`config.mk`:
```
export PLATFORM = sky130hd
export DESIGN_NAME = alu_sequencer_flat
export DESIGN_NICKNAME = d
export VERILOG_FILES = /design/src/rtl/alu_sequencer_if.sv /design/src/rtl/alu_sequencer.sv /design/src/flat_wrapper.sv
export SDC_FILE = /design/constraint.sdc
export NUM_CORES = 1
export LEC_CHECK = 0
export ABC_CLOCK_PERIOD_IN_PS = 3700
export BUFFER_PORTS_ARGS = -buffer_cell sky130_fd_sc_hd__buf_4
export CORE_MARGIN = 5
export CORE_UTILIZATION = 56
export CTS_CLUSTER_DIAMETER = 30
export CTS_CLUSTER_SIZE = 30
export DETAILED_ROUTE_END_ITERATION = 7
export PLACE_DENSITY = 0.82
export RECOVER_POWER = 50
export SKIP_CTS_REPAIR_TIMING = 1
export SYNTH_ARGS = -nofsm -noshare
export SYNTH_HDL_FRONTEND = slang
export SYNTH_SLANG_ARGS = --single-unit
```
`constraint.sdc`:
```
create_clock -name clk -period 3.7 [get_ports clk]
set_input_delay 0.555 -clock clk [delete_from_list [all_inputs] [get_ports clk]]
set_output_delay 0.555 -clock clk [all_outputs]
set_load 0.02 [all_outputs]
```
`src/rtl/alu_sequencer_if.sv`:
```
// Command and response handshake bundle between control logic and the ALU sequencer.
interface alu_sequencer_if;
  logic       cmd_valid;
  logic       cmd_ready;
  logic [2:0] cmd_op;
  logic       cmd_chain;
  logic [7:0] cmd_a;
  logic [7:0] cmd_b;
  logic       rsp_valid;
  logic       rsp_ready;
  logic [7:0] rsp_data;
  logic       rsp_overflow;
  logic       rsp_error;

  modport master (
    output cmd_valid, cmd_op, cmd_chain, cmd_a, cmd_b, rsp_ready,
    input  cmd_ready, rsp_valid, rsp_data, rsp_overflow, rsp_error
  );

  modport slave (
    input  cmd_valid, cmd_op, cmd_chain, cmd_a, cmd_b, rsp_ready,
    output cmd_ready, rsp_valid, rsp_data, rsp_overflow, rsp_error
  );
endinterface

```
`src/rtl/alu_sequencer.sv`:
```
// Sequences one command at a time into the registered-input accumulator ALU and
// returns the sampled result; every output comes straight from a flop.
module alu_sequencer #(
  parameter int ALU_LATENCY = 1
) (
  input  logic           clk,
  input  logic           rst,
  alu_sequencer_if.slave bus,
  output logic [2:0]     alu_in_selector,
  output logic [7:0]     alu_num1,
  output logic [7:0]     alu_num2,
  output logic [6:0]     alu_out_selector,
  input  logic [7:0]     alu_result,
  input  logic           alu_overflow,
  output logic [15:0]    cmd_count
);
  localparam int CNT_W = (ALU_LATENCY < 2) ? 1 : $clog2(ALU_LATENCY + 1);
  localparam logic [2:0] SEL_RESET = 3'b001;
  localparam logic [2:0] SEL_LOAD  = 3'b010;
  localparam logic [2:0] OP_MULT   = 3'd6;
  localparam logic [2:0] OP_ILLEGAL = 3'd7;

  typedef enum logic [1:0] {IDLE, ISSUE, WAIT, RESP} state_t;

  state_t           state, state_nxt;
  logic [CNT_W-1:0] cnt, cnt_nxt;
  logic [2:0]       op_q, op_nxt;
  logic [7:0]       last_result, last_nxt;
  logic             cmd_ready_q, cmd_ready_nxt;
  logic             rsp_valid_q, rsp_valid_nxt;
  logic [7:0]       rsp_data_q, rsp_data_nxt;
  logic             rsp_ovf_q, rsp_ovf_nxt;
  logic             rsp_err_q, rsp_err_nxt;
  logic [2:0]       in_sel_nxt;
  logic [7:0]       num1_nxt, num2_nxt;
  logic [6:0]       out_sel_nxt;
  logic [15:0]      count_nxt;
  logic             accept, last_wait;

  assign accept    = (state == IDLE) && bus.cmd_valid && cmd_ready_q;
  assign last_wait = (state == WAIT) && (cnt == CNT_W'(1));

  assign bus.cmd_ready    = cmd_ready_q;
  assign bus.rsp_valid    = rsp_valid_q;
  assign bus.rsp_data     = rsp_data_q;
  assign bus.rsp_overflow = rsp_ovf_q;
  assign bus.rsp_error    = rsp_err_q;

  always_ff @(posedge clk or negedge rst) begin
    if (!rst) begin
      state            <= IDLE;
      cnt              <= '0;
      op_q             <= '0;
      last_result      <= '0;
      cmd_ready_q      <= 1'b0;
      rsp_valid_q      <= 1'b0;
      rsp_data_q       <= '0;
      rsp_ovf_q        <= 1'b0;
      rsp_err_q        <= 1'b0;
      alu_in_selector  <= SEL_RESET;
      alu_num1         <= '0;
      alu_num2         <= '0;
      alu_out_selector <= '0;
      cmd_count        <= '0;
    end else begin
      state            <= state_nxt;
      cnt              <= cnt_nxt;
      op_q             <= op_nxt;
      last_result      <= last_nxt;
      cmd_ready_q      <= cmd_ready_nxt;
      rsp_valid_q      <= rsp_valid_nxt;
      rsp_data_q       <= rsp_data_nxt;
      rsp_ovf_q        <= rsp_ovf_nxt;
      rsp_err_q        <= rsp_err_nxt;
      alu_in_selector  <= in_sel_nxt;
      alu_num1         <= num1_nxt;
      alu_num2         <= num2_nxt;
      alu_out_selector <= out_sel_nxt;
      cmd_count        <= count_nxt;
    end
  end

  always_comb begin
    state_nxt = state;
    case (state)
      IDLE:  if (accept) state_nxt = (bus.cmd_op == OP_ILLEGAL) ? RESP : ISSUE;
      ISSUE: state_nxt = WAIT;
      WAIT:  if (last_wait) state_nxt = RESP;
      RESP:  if (rsp_valid_q && bus.rsp_ready) state_nxt = IDLE;
      default: state_nxt = IDLE;
    endcase
  end

  // Next values for every registered output; anything not named here holds.
  always_comb begin
    cnt_nxt       = cnt;
    op_nxt        = op_q;
    last_nxt      = last_result;
    cmd_ready_nxt = (state_nxt == IDLE);
    rsp_valid_nxt = rsp_valid_q;
    rsp_data_nxt  = rsp_data_q;
    rsp_ovf_nxt   = rsp_ovf_q;
    rsp_err_nxt   = rsp_err_q;
    in_sel_nxt    = alu_in_selector;
    num1_nxt      = alu_num1;
    num2_nxt      = alu_num2;
    out_sel_nxt   = alu_out_selector;
    count_nxt     = cmd_count;
    case (state)
      IDLE: begin
        if (accept) begin
          op_nxt = bus.cmd_op;
          if (bus.cmd_op == OP_ILLEGAL) begin
            rsp_err_nxt  = 1'b1;
            rsp_data_nxt = '0;
            rsp_ovf_nxt  = 1'b0;
          end else begin
            num1_nxt    = bus.cmd_chain ? last_result : bus.cmd_a;
            num2_nxt    = bus.cmd_b;
            in_sel_nxt  = SEL_LOAD;
            out_sel_nxt = 7'b1000000 >> bus.cmd_op;
          end
        end
      end
      ISSUE: cnt_nxt = CNT_W'(ALU_LATENCY);
      WAIT: begin
        cnt_nxt = cnt - CNT_W'(1);
        if (last_wait) begin
          rsp_data_nxt  = alu_result;
          rsp_ovf_nxt   = alu_overflow && (op_q == OP_MULT);
          rsp_err_nxt   = 1'b0;
          last_nxt      = alu_result;
          rsp_valid_nxt = 1'b1;
        end
      end
      RESP: begin
        // Illegal ops enter here with valid still low; raise it one edge later.
        if (!rsp_valid_q) begin
          rsp_valid_nxt = 1'b1;
        end else if (bus.rsp_ready) begin
          rsp_valid_nxt = 1'b0;
          count_nxt     = cmd_count + 16'd1;
          in_sel_nxt    = SEL_RESET;
          out_sel_nxt   = '0;
        end
      end
      default: ;
    endcase
  end
endmodule

```
`src/flat_wrapper.sv`:
```
// flat-port wrapper written by rule: the top's interface ports become plain ports
module alu_sequencer_flat 
#(
  parameter int ALU_LATENCY = 1
)
  (clk, rst, alu_in_selector, alu_num1, alu_num2, alu_out_selector, alu_result, alu_overflow, cmd_count, bus_cmd_valid, bus_cmd_op, bus_cmd_chain, bus_cmd_a, bus_cmd_b, bus_rsp_ready, bus_cmd_ready, bus_rsp_valid, bus_rsp_data, bus_rsp_overflow, bus_rsp_error);
  alu_sequencer_if bus_i ();
  input  logic clk;
  input  logic rst;
  output logic [2:0] alu_in_selector;
  output logic [7:0] alu_num1;
  output logic [7:0] alu_num2;
  output logic [6:0] alu_out_selector;
  input  logic [7:0] alu_result;
  input  logic alu_overflow;
  output logic [15:0] cmd_count;
  input wire logic [$bits(bus_i.cmd_valid)-1:0] bus_cmd_valid;
  input wire logic [$bits(bus_i.cmd_op)-1:0] bus_cmd_op;
  input wire logic [$bits(bus_i.cmd_chain)-1:0] bus_cmd_chain;
  input wire logic [$bits(bus_i.cmd_a)-1:0] bus_cmd_a;
  input wire logic [$bits(bus_i.cmd_b)-1:0] bus_cmd_b;
  input wire logic [$bits(bus_i.rsp_ready)-1:0] bus_rsp_ready;
  output wire logic [$bits(bus_i.cmd_ready)-1:0] bus_cmd_ready;
  output wire logic [$bits(bus_i.rsp_valid)-1:0] bus_rsp_valid;
  output wire logic [$bits(bus_i.rsp_data)-1:0] bus_rsp_data;
  output wire logic [$bits(bus_i.rsp_overflow)-1:0] bus_rsp_overflow;
  output wire logic [$bits(bus_i.rsp_error)-1:0] bus_rsp_error;
  assign bus_i.cmd_valid = bus_cmd_valid;
  assign bus_i.cmd_op = bus_cmd_op;
  assign bus_i.cmd_chain = bus_cmd_chain;
  assign bus_i.cmd_a = bus_cmd_a;
  assign bus_i.cmd_b = bus_cmd_b;
  assign bus_i.rsp_ready = bus_rsp_ready;
  assign bus_cmd_ready = bus_i.cmd_ready;
  assign bus_rsp_valid = bus_i.rsp_valid;
  assign bus_rsp_data = bus_i.rsp_data;
  assign bus_rsp_overflow = bus_i.rsp_overflow;
  assign bus_rsp_error = bus_i.rsp_error;
  alu_sequencer #(.ALU_LATENCY(ALU_LATENCY)) u_core (.clk(clk), .rst(rst), .bus(bus_i), .alu_in_selector(alu_in_selector), .alu_num1(alu_num1), .alu_num2(alu_num2), .alu_out_selector(alu_out_selector), .alu_result(alu_result), .alu_overflow(alu_overflow), .cmd_count(cmd_count));
endmodule
```
==> flow_summary.html, run 1 <==
<table>
<tr><th>Metric</th><th>Value</th></tr>
<tr><th colspan="2">Status</th></tr>
<tr><td>Outcome</td><td>finished, violations left</td></tr>
<tr><td>Failing checks</td><td>capacitance limit, slew limit</td></tr>
<tr><th colspan="2">Yosys</th></tr>
<tr><td>Post-synth EDFFs</td><td>0</td></tr>
<tr><td>Post-Syn Nets</td><td>338</td></tr>
<tr><td>Cells after Synth</td><td>300</td></tr>
<tr><td>Ys flop type</td><td>sky130_fd_sc_hd__dfrtp_1</td></tr>
<tr><td>Library cells used by synthesis</td><td>46</td></tr>
<tr><td>Complex-gate fraction of the synthesized area</td><td>9.21%</td></tr>
<tr><td>Proportion of netlist area held by the largest area contributor</td><td>51.3%</td></tr>
<tr><td>Fraction of the mapped netlist area in adder cells</td><td>1.94%</td></tr>
<tr><td>Ys Warns</td><td>0</td></tr>
<tr><td>Sequential area share after synthesis</td><td>52.1%</td></tr>
<tr><td>Most instantiated library cell after synthesis</td><td>sky130_fd_sc_hd__dfrtp_1</td></tr>
<tr><td>Number of flip-flops and latches in the synthesized netlist</td><td>67</td></tr>
<tr><td>Most common library cells after synthesis</td><td>sky130_fd_sc_hd__dfrtp_1 (66), sky130_fd_sc_hd__nand2_1 (53), sky130_fd_sc_hd__inv_1 (14), sky130_fd_sc_hd__nand2b_1 (13), sky130_fd_sc_hd__xnor2_1 (12)</td></tr>
<tr><td>Share of synthesized cell area in and, or, nand and nor gates</td><td>17.1%</td></tr>
<tr><td>Multiplexer share of the synthesized area</td><td>10.3%</td></tr>
<tr><td>Async set-or-reset flop fraction in the synthesized netlist</td><td>100%</td></tr>
<tr><td>Post-synth top area cell</td><td>sky130_fd_sc_hd__dfrtp_1</td></tr>
<tr><td>Xor and xnor fraction of the mapped netlist area</td><td>4.08%</td></tr>
<tr><td>Cells taking the most area after synthesis</td><td>sky130_fd_sc_hd__dfrtp_1 (51%), sky130_fd_sc_hd__nand2_1 (6.2%), sky130_fd_sc_hd__xnor2_1 (3.3%)</td></tr>
<tr><td>Netlist Area Pre-Place</td><td>0.00322 sq mm</td></tr>
<tr><td>Mean area per synthesized cell</td><td>10.7 sq um</td></tr>
<tr><td>Largest family of logic cells by synthesized area</td><td>simple AND/OR/NAND/NOR gates</td></tr>
<tr><th colspan="2">Power</th></tr>
<tr><td>Tot Pwr</td><td>3100 uW</td></tr>
<tr><td>Power density normalized to cell area</td><td>796 mW/mm^2</td></tr>
<tr><td>LEAKAGE</td><td>0.00195 uW</td></tr>
<tr><td>Peak ir drop on the vdd network</td><td>0.000517 V</td></tr>
<tr><th colspan="2">Routing</th></tr>
<tr><td>Detailed-route vias per instance</td><td>5.32</td></tr>
<tr><td>Detailed Routing Iterations Pass 1</td><td>4</td></tr>
<tr><td>Wirelength, routed</td><td>6740 um</td></tr>
<tr><td>Vias post-DR</td><td>2,420</td></tr>
<tr><td>Mean routed wirelength per cell</td><td>14.8 um</td></tr>
<tr><td>Post-detailed-route count of antenna-violating nets</td><td>0</td></tr>
<tr><td># DRC</td><td>0</td></tr>
<tr><td>1st-iter DRT viols</td><td>147</td></tr>
<tr><th colspan="2">STA</th></tr>
<tr><td>RSZ-0062 raised after global routing</td><td>no</td></tr>
<tr><td>Relative max-transition margin</td><td>-9.59%</td></tr>
<tr><td>Tmin final</td><td>2.54 ns</td></tr>
<tr><td>Worst Slack Setup Final</td><td>1.16 ns</td></tr>
<tr><td>Final count of pins violating max slew</td><td>68</td></tr>
<tr><td>Final Hold Vio Count</td><td>0</td></tr>
<tr><td>Worst-case clock skew</td><td>0.00626 ns</td></tr>
<tr><td>Worst hold margin</td><td>0.445 ns</td></tr>
<tr><td>Setup TNS</td><td>0 ns</td></tr>
<tr><td>Transition at the pin with the smallest max-transition slack</td><td>1.64 ns</td></tr>
<tr><td>Ratio of final minimum period to clock period</td><td>68.7%</td></tr>
<tr><td>Highest Clock Rate</td><td>394 MHz</td></tr>
<tr><td>Final number of setup-violating endpoints</td><td>0</td></tr>
<tr><th colspan="2">Critical path</th></tr>
<tr><td>Buffers and inverters on the worst path</td><td>1</td></tr>
<tr><td>Req. time, crit path</td><td>3.92 ns</td></tr>
<tr><td>Worst reg2reg path startpoint</td><td>u_core.state[0]</td></tr>
<tr><td>Capture point of the worst path</td><td>u_core.alu_num2[4]</td></tr>
<tr><td>CP Max Fanout</td><td>24</td></tr>
<tr><td>Worst setup SP type</td><td>flop</td></tr>
<tr><td>Worst-path cell chain</td><td>inv_1 &gt; ha_1 &gt; nand3_4 &gt; nand2b_1 &gt; mux2_4</td></tr>
<tr><td>Top Family by Delay on Critical Path</td><td>simple AND/OR/NAND/NOR gates</td></tr>
<tr><td>Minimum setup slack among reg-to-reg paths</td><td>1.16 ns</td></tr>
<tr><td>CP Depth</td><td>5</td></tr>
<tr><td>Arrival time at the worst endpoint</td><td>2.76 ns</td></tr>
<tr><td>Slowest stage cell, crit path</td><td>sky130_fd_sc_hd__nand2b_1</td></tr>
<tr><td>Cells on worst reg2reg path</td><td>5</td></tr>
<tr><td>Worst setup path startpoint</td><td>u_core.state[0]</td></tr>
<tr><td>Worst flop-to-flop path endpoint</td><td>u_core.alu_num2[4]</td></tr>
<tr><td>Category of the most critical setup path</td><td>flop to flop</td></tr>
<tr><td>Critical path's largest stage delay</td><td>0.62 ns</td></tr>
<tr><td>Nature of the critical path endpoint</td><td>flop</td></tr>
<tr><th colspan="2">Floorplanning</th></tr>
<tr><td>Chip Height</td><td>85.8 um</td></tr>
<tr><td>Horizontal die dimension</td><td>85.8 um</td></tr>
<tr><td>I/O pin count</td><td>87</td></tr>
<tr><td>Effective utilization at floorplan</td><td>58.1%</td></tr>
<tr><td>Core area</td><td>0.00554 sq mm</td></tr>
<tr><td>Die area</td><td>0.00736 sq mm</td></tr>
<tr><td>Std cell rows</td><td>27</td></tr>
<tr><th colspan="2">Clock network</th></tr>
<tr><td>Clock Tree Root</td><td>sky130_fd_sc_hd__clkbuf_8</td></tr>
<tr><td>TritonCTS clock tree</td><td>done</td></tr>
<tr><td>Clock Latency Late Sink</td><td>0.33 ns</td></tr>
<tr><td>Clock buffers created by TritonCTS</td><td>9</td></tr>
<tr><td>Clock Pin Slew Worst Setup and Hold Paths</td><td>0.07 ns</td></tr>
<tr><td>Number of levels the H-tree was split into</td><td>3</td></tr>
<tr><td>Bufs on Longest Clock Path</td><td>2</td></tr>
<tr><td>Number of sinks on the clock net</td><td>67</td></tr>
<tr><th colspan="2">Global routing</th></tr>
<tr><td>Overall global routing resource usage</td><td>19.6%</td></tr>
<tr><td>Largest net degree at the start of global routing</td><td>68</td></tr>
<tr><td>Via count of the first global-routing pass</td><td>2,369</td></tr>
<tr><td>Initial antenna violation count</td><td>0</td></tr>
<tr><td>Total global routing overflow</td><td>0</td></tr>
<tr><td>First-pass GRT wire length</td><td>11,400 um</td></tr>
<tr><th colspan="2">Layout</th></tr>
<tr><td>Post-layout net count</td><td>417</td></tr>
<tr><td>Layout cells sized above 1</td><td>24.0%</td></tr>
<tr><td>Antenna diodes</td><td>0</td></tr>
<tr><td>Multi-input gate area</td><td>0.00137 sq mm</td></tr>
<tr><td>Area grow syn2layout</td><td>21.0%</td></tr>
<tr><td>Register area</td><td>0.00168 sq mm</td></tr>
<tr><td>Filler instances</td><td>448</td></tr>
<tr><th colspan="2">Placed design</th></tr>
<tr><td>Setup Slack @ Placement</td><td>1.15 ns</td></tr>
<tr><td>Port-buffer cells</td><td>85</td></tr>
<tr><td>Routability Congestion</td><td>0.773</td></tr>
<tr><td>Detail Placement HPWL</td><td>4830 um</td></tr>
<tr><th colspan="2">Min path</th></tr>
<tr><td>HP Class</td><td>input pin to flop</td></tr>
<tr><th colspan="2">Flow run</th></tr>
<tr><td>Number of max-cap violations</td><td>1</td></tr>
</table>
metal layers:
metal / GRT usage, % / routed length, um / share of wire, % / vias to the layer above
li1: - / - / - / 1187
met1: 26.4 / 2930 / 43 / 1161
met2: 30.7 / 3320 / 49 / 63
met3: 5.57 / 407 / 6.0 / 9
met4: 6.47 / 92 / 1.4 / 0
met5: 0 / 0 / 0 / -
tightest hold or removal path, delay by kind of cell:
| kind | cells | cell delay (ns) |
|---|---|---|
| buf+inv | 1 | 0.08 |
| simple gates | 2 | 0.10 |
per-stage QoR:
stage	utilization, %	std cells	cell area (sq um)
after floorplan	-	300	3220
after global placement	69.2	440	3840
after detailed placement	69.2	440	3840
after CTS	72.1	455	4000
after global routing	70.3	455	3890
final	70.3	455	3890
power by group:
part / switching, uW / total [uW] / internal (uW)
logic: 792 / 1360 / 564
registers: 218 / 1240 / 1020
clock network: 255 / 509 / 255
final cells by class:
| cell class | instances | share of cell area (%) |
|---|---|---|
| clock buffer | 12 | 3.73 |
| inverter | 14 | 1.35 |
| tap | 72 | 2.31 |
| clock inverter | 3 | 0.385 |
| multi-input combinational | 202 | 35.2 |
| sequential | 67 | 43.1 |
| timing repair buffer | 85 | 13.9 |
kinds of logic (layout without fill, tap and decap cells):
group | after synthesis | after routing
buffers and inverters | 31 | 114
xor gates and xnor gates | 15 | 15
and+or+nand+nor | 108 | 108
DFF | 67 | 67
other | 1 | 1
adders and majority gates | 5 | 5
AOI/OAI and AO/OA | 44 | 44
muxes | 29 | 29
how the worst min path moves through the flow:
stage | from | to | slack [ns] | depth (start not counted)
after CTS | rst | u_core.alu_num2[4] | 0.35 | 1
after global placement | u_core.cmd_count[15] | u_core.cmd_count[15] | 0.46 | 1
after floorplan | rst | u_core.alu_in_selector[1] | 0.26 | 0
after global routing | bus_cmd_b[5] | u_core.alu_num2[5] | 0.44 | 2
after detailed placement | u_core.cmd_count[15] | u_core.cmd_count[15] | 0.47 | 1
final | alu_result[1] | u_core.last_result[1] | 0.44 | 3
cells in the final DEF, fill, tap and decap left out, types with 5 or more instances in the layout:
| master | Yosys | routed |
|---|---|---|
| sky130_fd_sc_hd__inv_1 | 14 | 14 |
| sky130_fd_sc_hd__o22ai_1 | 10 | 10 |
| sky130_fd_sc_hd__o21ai_0 | 9 | 9 |
| sky130_fd_sc_hd__clkbuf_1 | 5 | 27 |
| sky130_fd_sc_hd__mux2_2 | 7 | 7 |
| sky130_fd_sc_hd__dfrtp_1 | 66 | 66 |
| sky130_fd_sc_hd__clkbuf_8 | 0 | 10 |
| sky130_fd_sc_hd__a21oi_1 | 9 | 9 |
| sky130_fd_sc_hd__mux2i_1 | 9 | 9 |
| sky130_fd_sc_hd__nor2_1 | 11 | 11 |
| sky130_fd_sc_hd__nand3_1 | 5 | 6 |
| sky130_fd_sc_hd__buf_4 | 3 | 59 |
| sky130_fd_sc_hd__mux2_1 | 8 | 8 |
| sky130_fd_sc_hd__xnor2_1 | 12 | 12 |
| sky130_fd_sc_hd__nand2_1 | 53 | 53 |
| sky130_fd_sc_hd__nand2b_1 | 13 | 13 |
| sky130_fd_sc_hd__ha_1 | 5 | 5 |
| sky130_fd_sc_hd__nor3_1 | 5 | 5 |
| sky130_fd_sc_hd__a221o_1 | 9 | 9 |
registers in the layout (all words and copies together), names as in the netlist:
register                 flops
u_core.alu_out_selector      7
u_core.alu_in_selector       2
u_core.bus.rsp_overflow      1
u_core.bus.cmd_ready         1
u_core.last_result           8
u_core.op_q                  3
u_core.bus.rsp_error         1
u_core.cnt                   1
u_core.alu_num1              8
u_core.bus.rsp_data          8
u_core.cmd_count            16
u_core.alu_num2              8
u_core.state                 2
u_core.bus.rsp_valid         1
No activity file was read; power rests on OpenSTA's default activity.
==> run 2, diff against run 1 <==
--- a/config.mk
+++ b/config.mk
@@ -5,14 +5,14 @@
 export SDC_FILE = /design/constraint.sdc
 export NUM_CORES = 1
 export LEC_CHECK = 0
-export ABC_CLOCK_PERIOD_IN_PS = 3700
+export ABC_CLOCK_PERIOD_IN_PS = 2300
 export BUFFER_PORTS_ARGS = -buffer_cell sky130_fd_sc_hd__buf_4
 export CORE_MARGIN = 5
-export CORE_UTILIZATION = 56
+export CORE_UTILIZATION = 47
 export CTS_CLUSTER_DIAMETER = 30
 export CTS_CLUSTER_SIZE = 30
 export DETAILED_ROUTE_END_ITERATION = 7
-export PLACE_DENSITY = 0.82
+export PLACE_DENSITY = 0.74
 export RECOVER_POWER = 50
 export SKIP_CTS_REPAIR_TIMING = 1
 export SYNTH_ARGS = -nofsm -noshare
==> constraint.sdc (replaced) <==
create_clock -name clk -period 2.3 [get_ports clk]
set_input_delay 0.345 -clock clk [delete_from_list [all_inputs] [get_ports clk]]
set_output_delay 0.345 -clock clk [all_outputs]
set_load 0.02 [all_outputs]
==> flow_summary.html, run 2 (synthesized netlist as in run 1, its figures left out) <==
<table>
<tr><th>Metric</th><th>Value</th></tr>
<tr><th colspan="2">Status</th></tr>
<tr><td>Outcome</td><td>finished, violations left</td></tr>
<tr><td>Failing checks</td><td>capacitance limit, slew limit</td></tr>
<tr><th colspan="2">Layout</th></tr>
<tr><td>Area grow syn2layout</td><td>22.4%</td></tr>
<tr><td>Layout cells sized above 1</td><td>25.1% (+1.1 points)</td></tr>
<tr><td>Post-layout net count</td><td>422 (+1.2%)</td></tr>
<tr><td>Largest register by flop count</td><td>u_core.cmd_count</td></tr>
<tr><td>Filler instances</td><td>631 (+41%)</td></tr>
<tr><td>Number of flip-flops under the largest register name</td><td>16 (unchanged)</td></tr>
<tr><td>Most frequent standard cell in the layout excluding fill and tap cells</td><td>sky130_fd_sc_hd__dfrtp_1</td></tr>
<tr><td>Register area</td><td>0.00168 sq mm (unchanged)</td></tr>
<tr><td>Antenna diodes</td><td>0 (unchanged)</td></tr>
<tr><td>Commonest cells after routing, fill and taps aside</td><td>sky130_fd_sc_hd__dfrtp_1 (66), sky130_fd_sc_hd__buf_4 (63), sky130_fd_sc_hd__nand2_1 (53)</td></tr>
<tr><td>Post-Layout Inst Area</td><td>0.00394 sq mm (+1.1%)</td></tr>
<tr><td>Multi-input gate area</td><td>0.00138 sq mm (+0.36%)</td></tr>
<tr><th colspan="2">Floorplanning</th></tr>
<tr><td>Effective utilization at floorplan</td><td>47.9% (-10 points)</td></tr>
<tr><td>Std cell rows</td><td>30 (+11%)</td></tr>
<tr><td>Horizontal die dimension</td><td>92.7 um (+8.1%)</td></tr>
<tr><td>Die area</td><td>0.00860 sq mm (+17%)</td></tr>
<tr><td>I/O pin count</td><td>87 (unchanged)</td></tr>
<tr><td>Core area</td><td>0.00672 sq mm (+21%)</td></tr>
<tr><td>Chip Height</td><td>92.7 um (+8.1%)</td></tr>
<tr><th colspan="2">Min path</th></tr>
<tr><td>HP Class</td><td>input pin to flop</td></tr>
<tr><td>Hold Crit Start</td><td>bus_cmd_b[4]</td></tr>
<tr><td>Worst hold stages</td><td>2 (-1)</td></tr>
<tr><td>Hold worst-path end</td><td>u_core.alu_num2[4]</td></tr>
<tr><th colspan="2">STA</th></tr>
<tr><td>Tmin final</td><td>1.93 ns (-0.612 ns)</td></tr>
<tr><td>Transition at the pin with the smallest max-transition slack</td><td>1.69 ns (+0.0426 ns)</td></tr>
<tr><td>Worst Slack Setup Final</td><td>0.372 ns (-0.788 ns)</td></tr>
<tr><td>Final Hold Vio Count</td><td>0 (unchanged)</td></tr>
<tr><td>Highest Clock Rate</td><td>519 MHz (+32%)</td></tr>
<tr><td>Final count of pins violating max slew</td><td>68 (unchanged)</td></tr>
<tr><td>RSZ-0062 raised after global routing</td><td>no</td></tr>
<tr><td>Ratio of final minimum period to clock period</td><td>83.8% (+15 points)</td></tr>
<tr><td>Relative max-transition margin</td><td>-12.4% (-2.8 points)</td></tr>
<tr><td>Worst-case clock skew</td><td>0.00810 ns (+0.00184 ns)</td></tr>
<tr><td>Final number of setup-violating endpoints</td><td>0 (unchanged)</td></tr>
<tr><td>Setup TNS</td><td>0 ns (unchanged)</td></tr>
<tr><th colspan="2">Routing</th></tr>
<tr><td>Vias post-DR</td><td>2,429 (+0.37%)</td></tr>
<tr><td>1st-iter DRT viols</td><td>112 (-24%)</td></tr>
<tr><td># DRC</td><td>0 (unchanged)</td></tr>
<tr><td>Detailed Routing Iterations Pass 1</td><td>4 (unchanged)</td></tr>
<tr><td>Detailed-route vias per instance</td><td>5.21 (-2.0%)</td></tr>
<tr><td>Post-detailed-route count of antenna-violating nets</td><td>0 (unchanged)</td></tr>
<tr><td>Wirelength, routed</td><td>6960 um (+3.3%)</td></tr>
<tr><td>Mean routed wirelength per cell</td><td>14.9 um (+0.84%)</td></tr>
<tr><th colspan="2">Clock network</th></tr>
<tr><td>Number of sinks on the clock net</td><td>67 (unchanged)</td></tr>
<tr><td>Clock buffers created by TritonCTS</td><td>9 (unchanged)</td></tr>
<tr><td>TritonCTS clock tree</td><td>done</td></tr>
<tr><td>Bufs on Longest Clock Path</td><td>2 (unchanged)</td></tr>
<tr><td>Number of levels the H-tree was split into</td><td>3 (unchanged)</td></tr>
<tr><td>Clock Tree Root</td><td>sky130_fd_sc_hd__clkbuf_8</td></tr>
<tr><td>Clock Pin Slew Worst Setup and Hold Paths</td><td>0.07 ns (about the same)</td></tr>
<tr><td>Clock Latency Late Sink</td><td>0.34 ns (about the same)</td></tr>
<tr><th colspan="2">Critical path</th></tr>
<tr><td>Category of the most critical setup path</td><td>flop to flop</td></tr>
<tr><td>Worst setup SP type</td><td>flop</td></tr>
<tr><td>Nature of the critical path endpoint</td><td>flop</td></tr>
<tr><td>Worst flop-to-flop path endpoint</td><td>u_core.alu_out_selector[3]</td></tr>
<tr><td>Worst reg2reg path startpoint</td><td>u_core.state[1]</td></tr>
<tr><td>Minimum setup slack among reg-to-reg paths</td><td>0.37 ns (-0.79 ns)</td></tr>
<tr><td>CP Max Fanout</td><td>12 (-50%)</td></tr>
<tr><td>Worst setup path startpoint</td><td>u_core.state[1]</td></tr>
<tr><td>Req. time, crit path</td><td>2.52 ns (-1.40 ns)</td></tr>
<tr><td>Cells on worst reg2reg path</td><td>5 (unchanged)</td></tr>
<tr><td>Arrival time at the worst endpoint</td><td>2.15 ns (-0.61 ns)</td></tr>
<tr><th colspan="2">Global routing</th></tr>
<tr><td>Overall global routing resource usage</td><td>17.9% (-1.8 points)</td></tr>
<tr><td>Total global routing overflow</td><td>0 (unchanged)</td></tr>
<tr><td>First-pass GRT wire length</td><td>11,900 um (+4.6%)</td></tr>
<tr><td>Via count of the first global-routing pass</td><td>2,474 (+4.4%)</td></tr>
<tr><td>Initial antenna violation count</td><td>0 (unchanged)</td></tr>
<tr><td>Largest net degree at the start of global routing</td><td>68 (unchanged)</td></tr>
<tr><th colspan="2">Flow run</th></tr>
<tr><td>Number of max-cap violations</td><td>1 (unchanged)</td></tr>
<tr><th colspan="2">Power</th></tr>
<tr><td>Peak ir drop on the vdd network</td><td>0.000506 V (-2.3%)</td></tr>
<tr><td>Net switching power</td><td>2040 uW (+61%)</td></tr>
<tr><td>Portion of total power attributed to sequential cells</td><td>39.1% (-0.8 points)</td></tr>
<tr><td>Internal power</td><td>2980 uW (+62%)</td></tr>
<tr><td>Net Sw Frac</td><td>40.7% (-0.10 points)</td></tr>
<tr><td>Power density normalized to cell area</td><td>1270 mW/mm^2 (+60%)</td></tr>
<tr><td>Comb power frac</td><td>44.7% (+1.0 points)</td></tr>
<tr><td>Portion of total power attributed to the clock network</td><td>16.1% (-0.3 points)</td></tr>
<tr><td>Tot Pwr</td><td>5020 uW (+62%)</td></tr>
<tr><td>LEAKAGE</td><td>0.00197 uW (+0.75%)</td></tr>
<tr><th colspan="2">Placed design</th></tr>
<tr><td>Placed Area</td><td>0.00388 sq mm (+1.2%)</td></tr>
<tr><td>Setup Slack @ Placement</td><td>0.364 ns (-0.787 ns)</td></tr>
<tr><td>Routability Congestion</td><td>0.773 (about the same)</td></tr>
<tr><td>Detail Placement HPWL</td><td>5080 um (+5.1%)</td></tr>
<tr><td>Port-buffer cells</td><td>85 (unchanged)</td></tr>
</table>
## run 2: metal layers
layer,GRT usage (%),vias to the layer above,part of all wire (%)
met5,0,-,0
met4,8.91,0,2.2
met3,4.79,12,5.0
met2,28.3,50,49
met1,22.5,1177,44
li1,-,1190,-
## run 2: final cells by class
type | count | share of cell area [%]
flip-flops and latches | 67 | 42.6
clock buffers | 10 | 3.49
repair buffers | 90 | 14.6
multi-input cells | 202 | 35.0
clock inverters | 3 | 0.445
inverters | 14 | 1.33
well taps | 80 | 2.54
## run 2: power groups by stage
stage	combinational, uW	sequential [uW]	clock, uW
finish	2250	1960	810
global route	2480	2030	906
CTS	2450	1970	841
detailed placement	2440	1990	0
global placement	2390	1970	0
floorplan	1240	2320	0
## run 2: worst max-delay path, stage by stage (launching register included)
cell and delay [ns]:
sky130_fd_sc_hd__dfrtp_1 0.44, sky130_fd_sc_hd__ha_1 0.35, sky130_fd_sc_hd__a21boi_1 0.20, sky130_fd_sc_hd__a21o_1 0.21, sky130_fd_sc_hd__nor2_4 0.26, sky130_fd_sc_hd__mux2_1 0.35
## run 2: worst max-delay path by stage
stage | cells after the start | end
6_report | 5 | u_core.alu_out_selector[3]
5_1_grt | 5 | u_core.alu_out_selector[6]
4_1_cts | 5 | u_core.alu_out_selector[1]
3_5_place_dp | 5 | u_core.alu_out_selector[1]
3_3_place_gp | 5 | u_core.alu_out_selector[0]
2_1_floorplan | 8 | u_core.alu_num2[3]
## run 2: stage by stage
stage	util [%]	instances	hold slack, ns
floorplan	-	300	0.0494
global placement	57.8	453	0.463
detailed placement	57.8	453	0.466
CTS	60.1	466	0.142
global route	58.6	466	0.201
finish	58.6	466	0.228
==> run 3, diff against run 2 <==
--- a/config.mk
+++ b/config.mk
@@ -5,7 +5,7 @@
 export SDC_FILE = /design/constraint.sdc
 export NUM_CORES = 1
 export LEC_CHECK = 0
-export ABC_CLOCK_PERIOD_IN_PS = 2300
+export ABC_CLOCK_PERIOD_IN_PS = 1590
 export BUFFER_PORTS_ARGS = -buffer_cell sky130_fd_sc_hd__buf_4
 export CORE_MARGIN = 5
 export CORE_UTILIZATION = 47
==> constraint.sdc (replaced) <==
create_clock -name clk -period 1.59 [get_ports clk]
set_input_delay 0.2385 -clock clk [delete_from_list [all_inputs] [get_ports clk]]
set_output_delay 0.2385 -clock clk [all_outputs]
set_load 0.02 [all_outputs]
==> flow_summary.html, run 3 (synthesized netlist as in run 1, its figures left out) <==
<table>
<tr><th>Metric</th><th>Value</th></tr>
<tr><th colspan="2">Clock network</th></tr>
<tr><td>Clock Latency Late Sink</td><td>0.34 ns (about the same)</td></tr>
<tr><td>Number of levels the H-tree was split into</td><td>3 (unchanged)</td></tr>
<tr><td>Bufs on Longest Clock Path</td><td>2 (unchanged)</td></tr>
<tr><td>Clock buffers created by TritonCTS</td><td>9 (unchanged)</td></tr>
<tr><td>Number of sinks on the clock net</td><td>67 (unchanged)</td></tr>
<tr><td>TritonCTS clock tree</td><td>done</td></tr>
<tr><td>Clock Tree Root</td><td>sky130_fd_sc_hd__clkbuf_8</td></tr>
<tr><td>Clock Pin Slew Worst Setup and Hold Paths</td><td>0.08 ns (about the same)</td></tr>
<tr><th colspan="2">Critical path</th></tr>
<tr><td>Req. time, crit path</td><td>1.81 ns (-0.71 ns)</td></tr>
<tr><td>Slowest stage cell, crit path</td><td>sky130_fd_sc_hd__dfrtp_1</td></tr>
<tr><td>Worst-path cell chain</td><td>ha_2 &gt; a21boi_4 &gt; a21o_4 &gt; nor2_4 &gt; mux2_4</td></tr>
<tr><td>Arrival time at the worst endpoint</td><td>1.87 ns (-0.28 ns)</td></tr>
<tr><td>Critical path's largest stage delay</td><td>0.41 ns (-0.03 ns)</td></tr>
<tr><td>Worst setup path startpoint</td><td>u_core.state[0]</td></tr>
<tr><td>Nature of the critical path endpoint</td><td>flop</td></tr>
<tr><td>Worst reg2reg path startpoint</td><td>u_core.state[0]</td></tr>
<tr><td>Category of the most critical setup path</td><td>flop to flop</td></tr>
<tr><td>CP Max Fanout</td><td>5 (-7)</td></tr>
<tr><td>Worst setup SP type</td><td>flop</td></tr>
<tr><th colspan="2">Placed design</th></tr>
<tr><td>Routability Congestion</td><td>0.775 (+0.26%)</td></tr>
<tr><td>Setup Slack @ Placement</td><td>-0.163 ns (-0.527 ns)</td></tr>
<tr><td>Port-buffer cells</td><td>85 (unchanged)</td></tr>
<tr><td>Detail Placement HPWL</td><td>5230 um (+3.0%)</td></tr>
<tr><th colspan="2">Layout</th></tr>
<tr><td>Filler instances</td><td>523 (-17%)</td></tr>
<tr><td>Commonest cells after routing, fill and taps aside</td><td>sky130_fd_sc_hd__buf_4 (99), sky130_fd_sc_hd__dfrtp_1 (66), sky130_fd_sc_hd__nand2_1 (52)</td></tr>
<tr><td>Number of flip-flops under the largest register name</td><td>16 (unchanged)</td></tr>
<tr><td>Most frequent standard cell in the layout excluding fill and tap cells</td><td>sky130_fd_sc_hd__buf_4</td></tr>
<tr><td>Post-layout net count</td><td>447 (+5.9%)</td></tr>
<tr><td>Largest register by flop count</td><td>u_core.cmd_count</td></tr>
<tr><td>Area grow syn2layout</td><td>36.4%</td></tr>
<tr><td>Antenna diodes</td><td>0 (unchanged)</td></tr>
<tr><td>Layout cells sized above 1</td><td>39.9% (+15 points)</td></tr>
<tr><th colspan="2">Status</th></tr>
<tr><td>Failing checks</td><td>setup timing</td></tr>
<tr><td>Outcome</td><td>finished, violations left</td></tr>
<tr><th colspan="2">STA</th></tr>
<tr><td>Worst-case clock skew</td><td>0.00701 ns (-0.00109 ns)</td></tr>
<tr><td>Final number of setup-violating endpoints</td><td>13 (+13)</td></tr>
<tr><td>Ratio of final minimum period to clock period</td><td>103% (+20 points)</td></tr>
<tr><td>Worst hold margin</td><td>0.128 ns (-0.100 ns)</td></tr>
<tr><td>Final Hold Vio Count</td><td>0 (unchanged)</td></tr>
<tr><td>Final count of pins violating max slew</td><td>0 (-100%)</td></tr>
<tr><td>Relative max-transition margin</td><td>60.6% (+73 points)</td></tr>
<tr><td>Tmin final</td><td>1.64 ns (-0.283 ns)</td></tr>
<tr><td>Highest Clock Rate</td><td>608 MHz (+17%)</td></tr>
<tr><td>Worst Slack Setup Final</td><td>-0.0549 ns (-0.427 ns)</td></tr>
<tr><td>Transition at the pin with the smallest max-transition slack</td><td>0.591 ns (-1.10 ns)</td></tr>
<tr><td>RSZ-0062 raised after global routing</td><td>yes</td></tr>
<tr><th colspan="2">Global routing</th></tr>
<tr><td>First-pass GRT wire length</td><td>12,300 um (+2.8%)</td></tr>
<tr><td>Largest net degree at the start of global routing</td><td>46 (-32%)</td></tr>
<tr><td>Initial antenna violation count</td><td>0 (unchanged)</td></tr>
<tr><td>Via count of the first global-routing pass</td><td>2,574 (+4.0%)</td></tr>
<tr><td>Total global routing overflow</td><td>0 (unchanged)</td></tr>
<tr><td>Overall global routing resource usage</td><td>17.8% (-0.071 points)</td></tr>
<tr><th colspan="2">Power</th></tr>
<tr><td>Peak ir drop on the vdd network</td><td>0.000802 V (+59%)</td></tr>
<tr><td>LEAKAGE</td><td>0.00219 uW (+11%)</td></tr>
<tr><td>Power density normalized to cell area</td><td>1910 mW/mm^2 (+50%)</td></tr>
<tr><th colspan="2">Floorplanning</th></tr>
<tr><td>Std cell rows</td><td>30 (unchanged)</td></tr>
<tr><td>Chip Height</td><td>92.7 um (unchanged)</td></tr>
<tr><td>Effective utilization at floorplan</td><td>47.9% (unchanged)</td></tr>
<tr><td>Core area</td><td>0.00672 sq mm (unchanged)</td></tr>
<tr><td>Horizontal die dimension</td><td>92.7 um (unchanged)</td></tr>
<tr><td>Die area</td><td>0.00860 sq mm (unchanged)</td></tr>
<tr><td>I/O pin count</td><td>87 (unchanged)</td></tr>
<tr><th colspan="2">Min path</th></tr>
<tr><td>HP Class</td><td>input pin to flop</td></tr>
<tr><td>Hold Crit Start</td><td>bus_cmd_b[1]</td></tr>
<tr><th colspan="2">Routing</th></tr>
<tr><td>Detailed Routing Iterations Pass 1</td><td>4 (unchanged)</td></tr>
<tr><td>Mean routed wirelength per cell</td><td>15.3 um (+2.2%)</td></tr>
<tr><td>Wirelength, routed</td><td>7540 um (+8.4%)</td></tr>
<tr><td>Vias post-DR</td><td>2,548 (+4.9%)</td></tr>
<tr><td>Post-detailed-route count of antenna-violating nets</td><td>0 (unchanged)</td></tr>
<tr><td>1st-iter DRT viols</td><td>124 (+11%)</td></tr>
<tr><td># DRC</td><td>0 (unchanged)</td></tr>
<tr><td>Detailed-route vias per instance</td><td>5.16 (-1.0%)</td></tr>
<tr><th colspan="2">Flow run</th></tr>
<tr><td>Number of max-cap violations</td><td>0 (-1)</td></tr>
</table>
[run 3: worst max-delay path, delay by kind of cell, from the launching register on]
| kind | cells | cell delay (ns) |
|---|---|---|
| adders and majority gates | 1 | 0.20 |
| muxes | 1 | 0.33 |
| and+or+nand+nor | 1 | 0.24 |
| DFF | 1 | 0.41 |
| AOI/OAI and AO/OA | 2 | 0.36 |
[run 3: power by group]
group	internal, uW	switching, uW
clock network	653	664
registers	2370	461
logic	2030	2210
total	5060	3340
[run 3: metal layers]
metal / GRT usage (%) / share of wire [%]
met1: 22.8 / 42
met2: 29.2 / 51
met3: 4.22 / 5.1
met4: 6.96 / 1.7
met5: 0 / 0
[run 3: through the flow]
stage	instance area (sq um)	util, %	instances	setup TNS [ns]	total power (uW)
after floorplan	3230	-	300	-0.324	5170
after global placement	4050	60.3	473	-2.29	6590
after detailed placement	4050	60.3	473	-3.95	6700
after CTS	4240	63.1	489	-4.80	8040
after global routing	4390	65.3	494	-2.03	8990
final	4390	65.3	494	-0.326	8390
[run 3: final timing paths]
check,slack [ns],end,cells after the start
max in group asynchronous,0.35,u_core.bus.rsp_valid,3
min in group asynchronous,0.44,u_core.alu_num2[1],2
min,0.13,u_core.alu_num2[1],2
max reg2reg,-0.05,u_core.alu_out_selector[3],5
max,-0.05,u_core.alu_out_selector[3],5
min reg2reg,0.47,u_core.cmd_count[15],1
[run 3: final cells by class]
class | count | area [sq um] | share of cell area (%)
Clock buffer | 11 | 151 | 3.45
Clock inverter | 5 | 36.3 | 0.827
Inverter | 14 | 52.6 | 1.20
Multi-Input combinational cell | 204 | 1540 | 35.1
Sequential cell | 67 | 1680 | 38.2
Tap cell | 80 | 100 | 2.28
Timing Repair Buffer | 113 | 831 | 18.9
